[src/rtl/rr_grant_sched.sv]
// Round-robin grant scheduler: rotating-priority arbitration over out_width
// requesters, registered one-hot grant plus binary index, one dead (GAP)
// cycle between consecutive grants.
// Optional build macro RR_SCHED_TIMEOUT_EN: force-release a grant after
// MAX_HOLD consecutive GRANT cycles while the owner still requests.
module rr_grant_sched #(
  parameter int in_width  = 3,
  parameter int out_width = 8,
  parameter int MAX_HOLD  = 4
) (
  input  logic                 clk,
  input  logic                 rst_n,
  input  logic                 en,
  input  logic [out_width-1:0] req,
  output logic [out_width-1:0] gnt,
  output logic [in_width-1:0]  gnt_idx,
  output logic                 gnt_valid,
  output logic                 busy
);

  typedef enum logic [1:0] {
    IDLE  = 2'd0,
    GRANT = 2'd1,
    GAP   = 2'd2
  } state_t;

  // Elaboration-time parameter sanity checks
  if (out_width < 2 || out_width > (1 << in_width)) begin : g_bad_width
    $error("rr_grant_sched: out_width must be in 2..2^in_width");
  end
  if (MAX_HOLD < 1 || MAX_HOLD > 255) begin : g_bad_hold
    $error("rr_grant_sched: MAX_HOLD must be in 1..255");
  end

  state_t                 state, nxt_state;
  logic [in_width-1:0]    last, nxt_last;
  logic [7:0]             hold_cnt, nxt_hold;
  logic [out_width-1:0]   nxt_gnt;
  logic [in_width-1:0]    nxt_idx;
  logic                   nxt_valid, nxt_busy;

  logic                   arb_found;
  logic [in_width-1:0]    arb_idx;
  logic [in_width-1:0]    cand;
  int unsigned            cand_w;

  // Rotating-priority search starting one past the last owner, with wrap
  always_comb begin
    arb_found = 1'b0;
    arb_idx   = '0;
    cand_w    = 0;
    cand      = '0;
    for (int unsigned i = 0; i < out_width; i++) begin
      cand_w = (32'(last) + 1 + i) % out_width;
      cand   = in_width'(cand_w);
      if (!arb_found && req[cand]) begin
        arb_found = 1'b1;
        arb_idx   = cand;
      end
    end
  end

  // Next-state and next-output decode; en low overrides every transition
  always_comb begin
    nxt_state = state;
    nxt_gnt   = gnt;
    nxt_idx   = gnt_idx;
    nxt_valid = gnt_valid;
    nxt_busy  = busy;
    nxt_last  = last;
    nxt_hold  = hold_cnt;

    unique case (state)
      IDLE, GAP: begin
        if (arb_found) begin
          nxt_state = GRANT;
          nxt_gnt   = out_width'(1) << arb_idx;
          nxt_idx   = arb_idx;
          nxt_valid = 1'b1;
          nxt_busy  = 1'b1;
          nxt_last  = arb_idx;
          nxt_hold  = 8'd1;
        end else begin
          nxt_state = IDLE;
          nxt_gnt   = '0;
          nxt_idx   = '0;
          nxt_valid = 1'b0;
          nxt_busy  = 1'b0;
          nxt_hold  = '0;
        end
      end
      GRANT: begin
        if (!req[gnt_idx]) begin
          nxt_state = GAP;
          nxt_gnt   = '0;
          nxt_idx   = '0;
          nxt_valid = 1'b0;
          nxt_busy  = 1'b1;
          nxt_hold  = '0;
        end
`ifdef RR_SCHED_TIMEOUT_EN
        else if (hold_cnt == 8'(MAX_HOLD)) begin
          // last already names the evicted owner, so others win next
          nxt_state = GAP;
          nxt_gnt   = '0;
          nxt_idx   = '0;
          nxt_valid = 1'b0;
          nxt_busy  = 1'b1;
          nxt_hold  = '0;
        end
`endif
        else if (hold_cnt != 8'hFF) begin
          nxt_hold = hold_cnt + 8'd1;
        end
      end
      default: begin
        nxt_state = IDLE;
        nxt_gnt   = '0;
        nxt_idx   = '0;
        nxt_valid = 1'b0;
        nxt_busy  = 1'b0;
        nxt_hold  = '0;
      end
    endcase

    if (!en) begin
      nxt_state = IDLE;
      nxt_gnt   = '0;
      nxt_idx   = '0;
      nxt_valid = 1'b0;
      nxt_busy  = 1'b0;
      nxt_hold  = '0;
      nxt_last  = last;
    end
  end

  // State, pointer and registered outputs
  always_ff @(posedge clk or negedge rst_n) begin
    if (!rst_n) begin
      state     <= IDLE;
      gnt       <= '0;
      gnt_idx   <= '0;
      gnt_valid <= 1'b0;
      busy      <= 1'b0;
      hold_cnt  <= '0;
      last      <= in_width'(out_width - 1);
    end else begin
      state     <= nxt_state;
      gnt       <= nxt_gnt;
      gnt_idx   <= nxt_idx;
      gnt_valid <= nxt_valid;
      busy      <= nxt_busy;
      hold_cnt  <= nxt_hold;
      last      <= nxt_last;
    end
  end

endmodule

[config.mk]
export PLATFORM = sky130hd
export DESIGN_NAME = rr_grant_sched
export DESIGN_NICKNAME = d
export VERILOG_FILES = /design/src/rtl/rr_grant_sched.sv
export SDC_FILE = /design/constraint.sdc
export NUM_CORES = 1
export LEC_CHECK = 0
export CAP_MARGIN = 0
export CORE_MARGIN = 4
export CORE_UTILIZATION = 55
export DETAILED_ROUTE_END_ITERATION = 8
export PLACE_DENSITY = 0.84
export SLEW_MARGIN = 20
export SYNTH_ARGS = -nofsm -noshare
export SYNTH_HDL_FRONTEND = slang
export SYNTH_SLANG_ARGS = --single-unit
[constraint.sdc]
create_clock -name clk -period 6.46 [get_ports clk]
set_input_delay 1.292 -clock clk [delete_from_list [all_inputs] [get_ports clk]]
set_output_delay 1.292 -clock clk [all_outputs]
set_load 0.02 [all_outputs]
==> results.yml, run 1 <==
synthesis:
  ys_seq_area_share_pct: 22.9
  syn_area_um2: 1880
  synthCells: 198
  synth.net_count: 211
  synth-edff-count: 0
  synth_cell_type_count: 57
  synth_ff_type: "dfrtp_1"
  async_flop_share_pct: 100
  ys_ff_latch: 17
  yosys_warnings: 0
  syn_avg_cell_area_um2: 9.48
placement:
  gp_congestion: 0.933
  place_area_um2: 2100
  dpl.cell_count: 254
  io_buffers: 23
  dp_hpwl_um: 3690
setup_path:
  critPathLaunchType: "register"
  worstPathRequired_ns: 6.69
  worstPathMaxFanout: 25
  path_class: "register to register"
  cp_cell_sequence: "inv_2, ha_1, mux4_2, nor4_1, o41ai_4, nand4b_1, a311oi_2, a211oi_2, a221oi_2, a32o_1"
  crit_path_max_incr_delay_ns: 0.95
  endpoint_kind: "register"
  cp_slowest_cell: "ha_1"
  crit_arrival_ns: 5.10
global_route:
  grt_usage_pct: 23.1
  grt_pass1_vias: 1650
  grt-ovfl-total: 0
  gr-max-usage-layer: "met2"
  grt_max_degree: 26
  use_met2_pct: 37.3
  grt_use_met3_pct: 4.42
  gr-usage-met1_pct: 32.9
  grt_pass1_wl_um: 7960
  antenna_found_initial: 0
clocking:
  cts_root_buf: "clkbuf_4"
  cts_tree: "yes"
  cts.sinks: 17
  ctsResizeCount: 0
  ctsHoldBuffers: 0
  numCtsBuffers: 3
  clk_path_buf_depth: 2
  cts_max_level: 1
  post_cts_buffers: 0
  clk_latency_ns: 0.29
  path_clk_slew_ns: 0.10
die:
  die_area_um2: 4410
  pin_count: 24
  core_um2: 3150
  initial_core_util_pct: 59.5
  die_w_um: 66.4
  die_y_um: 66.4
  rows: 20
detailed_routing:
  drt-initial-drc-count: 141
  via_count: 1738
  firstDrtPassIters: 5
  vias_per_cell: 6.74
  ant_nets: 0
  drt_wl_total_um: 4810
  drcViolationCount: 0
  avgRoutedWirePerCell_um: 18.6
layout:
  fill_cells: 272
  final_cells: 258
  fin_util_pct: 67.4
  antenna_cells: 0
  fin_nets: 228
  area_delta_synth_final_pct: 13.3
  drive_gt1_share_pct: 17.8
  stdcell_area_um2: 2130
hold_path:
  hold_class: "register to register"
timing:
  setup_viol: 0
  fin_crit_ns: 4.87
  tns_ns: 0
  worst_slew_pin_slew_ns: 0.934
  slew_viol_final: 0
  rsz0062_at_grt: "false"
  finalHoldViolations: 0
  skew_ns: 0.00385
  relSlewSlack_pct: 37.7
  period_share_pct: 75.3
  fmax_mhz: 206
run:
  drv_cap: 0
status:
  outcome: "finished, final reports clean"
[kinds of logic after synthesis]
| kind of cell | after synthesis | share of synthesized area (%) |
|---|---|---|
| and+or+nand+nor | 59 | 16.7 |
| DFF | 17 | 22.9 |
| xor gates and xnor gates | 5 | 4.20 |
| muxes | 34 | 25.0 |
| adders and majority gates | 2 | 1.33 |
| buffers and inverters | 20 | 5.40 |
| AOI/OAI and AO/OA | 61 | 24.5 |
[metal layers]
| layer | up-vias | wire length, µm |
|---|---|---|
| li1 | 817 | - |
| met1 | 845 | 2060 |
| met2 | 76 | 2400 |
| met3 | 0 | 348 |
| met4 | 0 | 0 |
| met5 | - | 0 |
[through the flow]
stage / setup WS (ns) / hold slack [ns]
final: 1.59 / 0.454
after global routing: 1.26 / 0.480
after CTS: 1.66 / 0.458
after detailed placement: 1.67 / 0.444
after global placement: 1.91 / 0.434
after floorplan: 2.74 / 0.423
[cell usage in the layout, fill, tap and decap left out, drive strengths merged, types with 4 or more instances in the layout]
master         Yosys  routed
a211oi             4       4
a21oi              7       7
a221oi             5       5
a32o               4       4
clkdlybuf4s50      0      23
dfrtp             14      14
inv                8       8
mux2              13      13
mux2i             12      12
mux4               9       9
nand2             18      18
nand2b             7       7
nor2              10      10
nor3               5       5
nor4               6       6
o21ai             18      18
o22ai              5       5
[path summary, 6_finish.rpt]
check / from / slack [ns] / endpoint / cells after the start
worst max register to register: last[0] / 1.59 / gnt[5] / 10
worst max-delay path: last[0] / 1.59 / gnt[5] / 10
min in group asynchronous: rst_n / 1.44 / gnt[5] / 1
worst min register to register: state[1] / 0.45 / state[1] / 1
worst min-delay path: state[1] / 0.45 / state[1] / 1
max in group asynchronous: rst_n / 4.55 / gnt_idx[1] / 1
[sequential cells by signal, summed over array words and instances, names as in the netlist]
register	cells
gnt	8
gnt_idx	3
last	3
state	2
busy	1
[critical path, delay by kind of cell (launching register included)]
kind | cells | cell delay [ns]
AOI/OAI and AO/OA | 5 | 1.27
muxes | 1 | 0.72
buffers and inverters | 1 | 0.18
adders and majority gates | 1 | 0.95
DFF | 1 | 0.80
and+or+nand+nor | 2 | 0.87
[area by class of cell]
type                            instances  area [µm²]  area share (%)
Multi-Input combinational cell        161        1350            63.3
Clock inverter                          1        5.00           0.235
Tap cell                               44        55.1            2.59
Clock buffer                            3        22.5            1.06
Timing Repair Buffer                   24         238            11.2
Inverter                                8        30.0            1.41
Sequential cell                        17         429            20.2
[cell usage after synthesis, types with 2 or more instances]
library cell  instances  area share, %
o21ai_0              12            3.2
xnor3_1               2            2.4
mux4_2                9             11
nand2b_1              7            2.3
o2111ai_1             2           0.93
buf_6                 3            1.8
nor2_1               10            2.0
a21o_1                2           0.80
ha_1                  2            1.3
buf_2                 3           0.80
nand2_1              18            3.6
clkbuf_1              5            1.0
nor4_1                5            1.7
a21oi_1               7            1.9
a31oi_1               2           0.67
inv_1                 7            1.4
dfrtp_1              14             19
nor3_1                5            1.3
a211oi_1              3            1.2
o22ai_1               5            1.7
mux2i_1              12            6.4
dfstp_2               3            4.2
a32o_1                4            2.1
or3_1                 2           0.67
nand3_1               2           0.53
mux2_2               12            7.2
a221oi_1              4            1.9
o32ai_1               2           0.93
o21ai_1               6            1.6
Power of run 1 is not shown: default switching activity piles up to over one toggle a cycle in this logic, so the estimate is an artifact.
==> run 2: changes to the inputs <==
==> constraint.sdc (replaced) <==
create_clock -name clk -period 5.1 [get_ports clk]
set_input_delay 1.02 -clock clk [delete_from_list [all_inputs] [get_ports clk]]
set_output_delay 1.02 -clock clk [all_outputs]
set_load 0.02 [all_outputs]
==> results.yml, run 2 (same netlist as run 1, synthesis figures left out) <==
status:
  outcome: "finished, final reports clean"
detailed_routing:
  drt-initial-drc-count: 234
  firstDrtPassIters: 4
  drcViolationCount: 0
  ant_nets: 0
  drt_wl_total_um: 5110
  vias_per_cell: 7.09
  avgRoutedWirePerCell_um: 19.7
  via_count: 1836
placement:
  gp_congestion: 0.952
  io_buffers: 23
  dp_hpwl_um: 3920
layout:
  multi_input_area_um2: 1350
  top_regs: "gnt x8, gnt_idx x3, last x3"
  final_common_cell: "clkdlybuf4s50_1"
  antenna_cells: 0
  top_register: "gnt"
  drive_gt1_share_pct: 18.6
  fin_nets: 229
  area_delta_synth_final_pct: 13.9
  fill_cells: 258
  final_cell_mix: "clkdlybuf4s50_1 (23), nand2_1 (18), dfrtp_1 (14)"
  largest_reg_flops: 8
  register_area_um2: 429
global_route:
  antenna_found_initial: 0
  grt_pass1_wl_um: 8570
  grt_max_degree: 20
  grt_pass1_vias: 1752
  grt_usage_pct: 25.0
  grt-ovfl-total: 0
timing:
  rsz0062_at_grt: "false"
  worst_slew_pin_slew_ns: 0.904
  finalHoldViolations: 0
  period_share_pct: 91.6
  slew_viol_final: 0
  skew_ns: 0.00248
  fmax_mhz: 214
  tns_ns: 0
  relSlewSlack_pct: 39.3
  fin_crit_ns: 4.67
  setup_viol: 0
hold_path:
  holdPathEnd: "state[1]"
  hold_start: "state[1]"
  holdPathStages: 1
  hold_class: "register to register"
setup_path:
  ff2ff_setup_slack_ns: 0.43
  worstPathMaxFanout: 19
  critPathLaunchType: "register"
  path_class: "register to register"
  endpoint_kind: "register"
  worst_r2r_endpoint: "gnt[4]"
  crit_arrival_ns: 4.91
  crit-reg2reg-launch: "last[0]"
  worstPathRequired_ns: 5.33
  r2r_cells: 10
clocking:
  path_clk_slew_ns: 0.10
  clk_path_buf_depth: 2
  cts.sinks: 17
  clk_latency_ns: 0.30
  cts_max_level: 1
  cts_tree: "yes"
  ctsHoldBuffers: 0
  numCtsBuffers: 3
  cts_root_buf: "clkbuf_4"
die:
  initial_core_util_pct: 59.5
  rows: 20
  die_area_um2: 4410
  die_w_um: 66.4
  die_y_um: 66.4
  core_um2: 3150
  pin_count: 24
run:
  drv_cap: 0
-- run 2: how the worst max path moves through the flow --
stage | from | endpoint | cells after the start
final | last[0] | gnt[4] | 10
after global routing | last[0] | gnt[4] | 10
after CTS | last[0] | gnt[4] | 10
after detailed placement | last[0] | gnt[4] | 10
after global placement | last[0] | gnt[4] | 10
after floorplan | last[0] | gnt[6] | 12
-- run 2: cell type report --
class	instances	area share [%]
Clock inverter	1	0.351
Sequential cell	17	20.1
Tap cell	44	2.57
Multi-Input combinational cell	161	63.1
Timing Repair Buffer	25	11.5
Inverter	8	1.40
Clock buffer	3	1.05
-- run 2: per-layer routing --
layer	global-route usage, %	share of wire, %
met1	34.4	41
met5	0	0
met2	40.0	49
met3	4.76	6.8
met4	6.60	3.3
-- run 2: repair_timing --
action / CTS / global route
setup buffers: 0 / 0
setup endpoints to repair: 0 / 3
resized for setup: 0 / 1
-- run 2: worst max-delay path, cell delays in order, from the launching register on --
cell	delay (ns)
dfstp_2	0.81
inv_2	0.19
ha_2	0.65
mux4_2	0.69
nor4_1	0.59
o41ai_4	0.24
nor4_4	0.39
o2bb2ai_1	0.18
a211oi_2	0.09
a221oi_2	0.50
a32o_1	0.27
-- run 2: metrics by stage --
stage               instances  hold slack (ns)  utilization [%]  setup WS (ns)  cell area [µm²]
finish                    259            0.464             67.8          0.427             2140
global route              259            0.500             67.8          0.181             2140
CTS                       259            0.467             67.7          0.303             2140
detailed placement        255            0.452             66.8          0.331             2110
global placement          255            0.436             66.8          0.622             2110
floorplan                 198            0.423                -           1.49             1880
Power of run 2 is left out for the same reason.
==> run 3: changes to the inputs <==
--- a/config.mk
+++ b/config.mk
@@ -10,6 +10,8 @@
 export CORE_UTILIZATION = 55
 export DETAILED_ROUTE_END_ITERATION = 8
 export PLACE_DENSITY = 0.84
+export SETUP_SLACK_MARGIN = 0.02
+export SKIP_LAST_GASP = 1
 export SLEW_MARGIN = 20
 export SYNTH_ARGS = -nofsm -noshare
 export SYNTH_HDL_FRONTEND = slang
==> results of run 3 <==
No change in the layout: final DEF, timing and power equal those of run 2.
Power of run 3 is left out for the same reason.
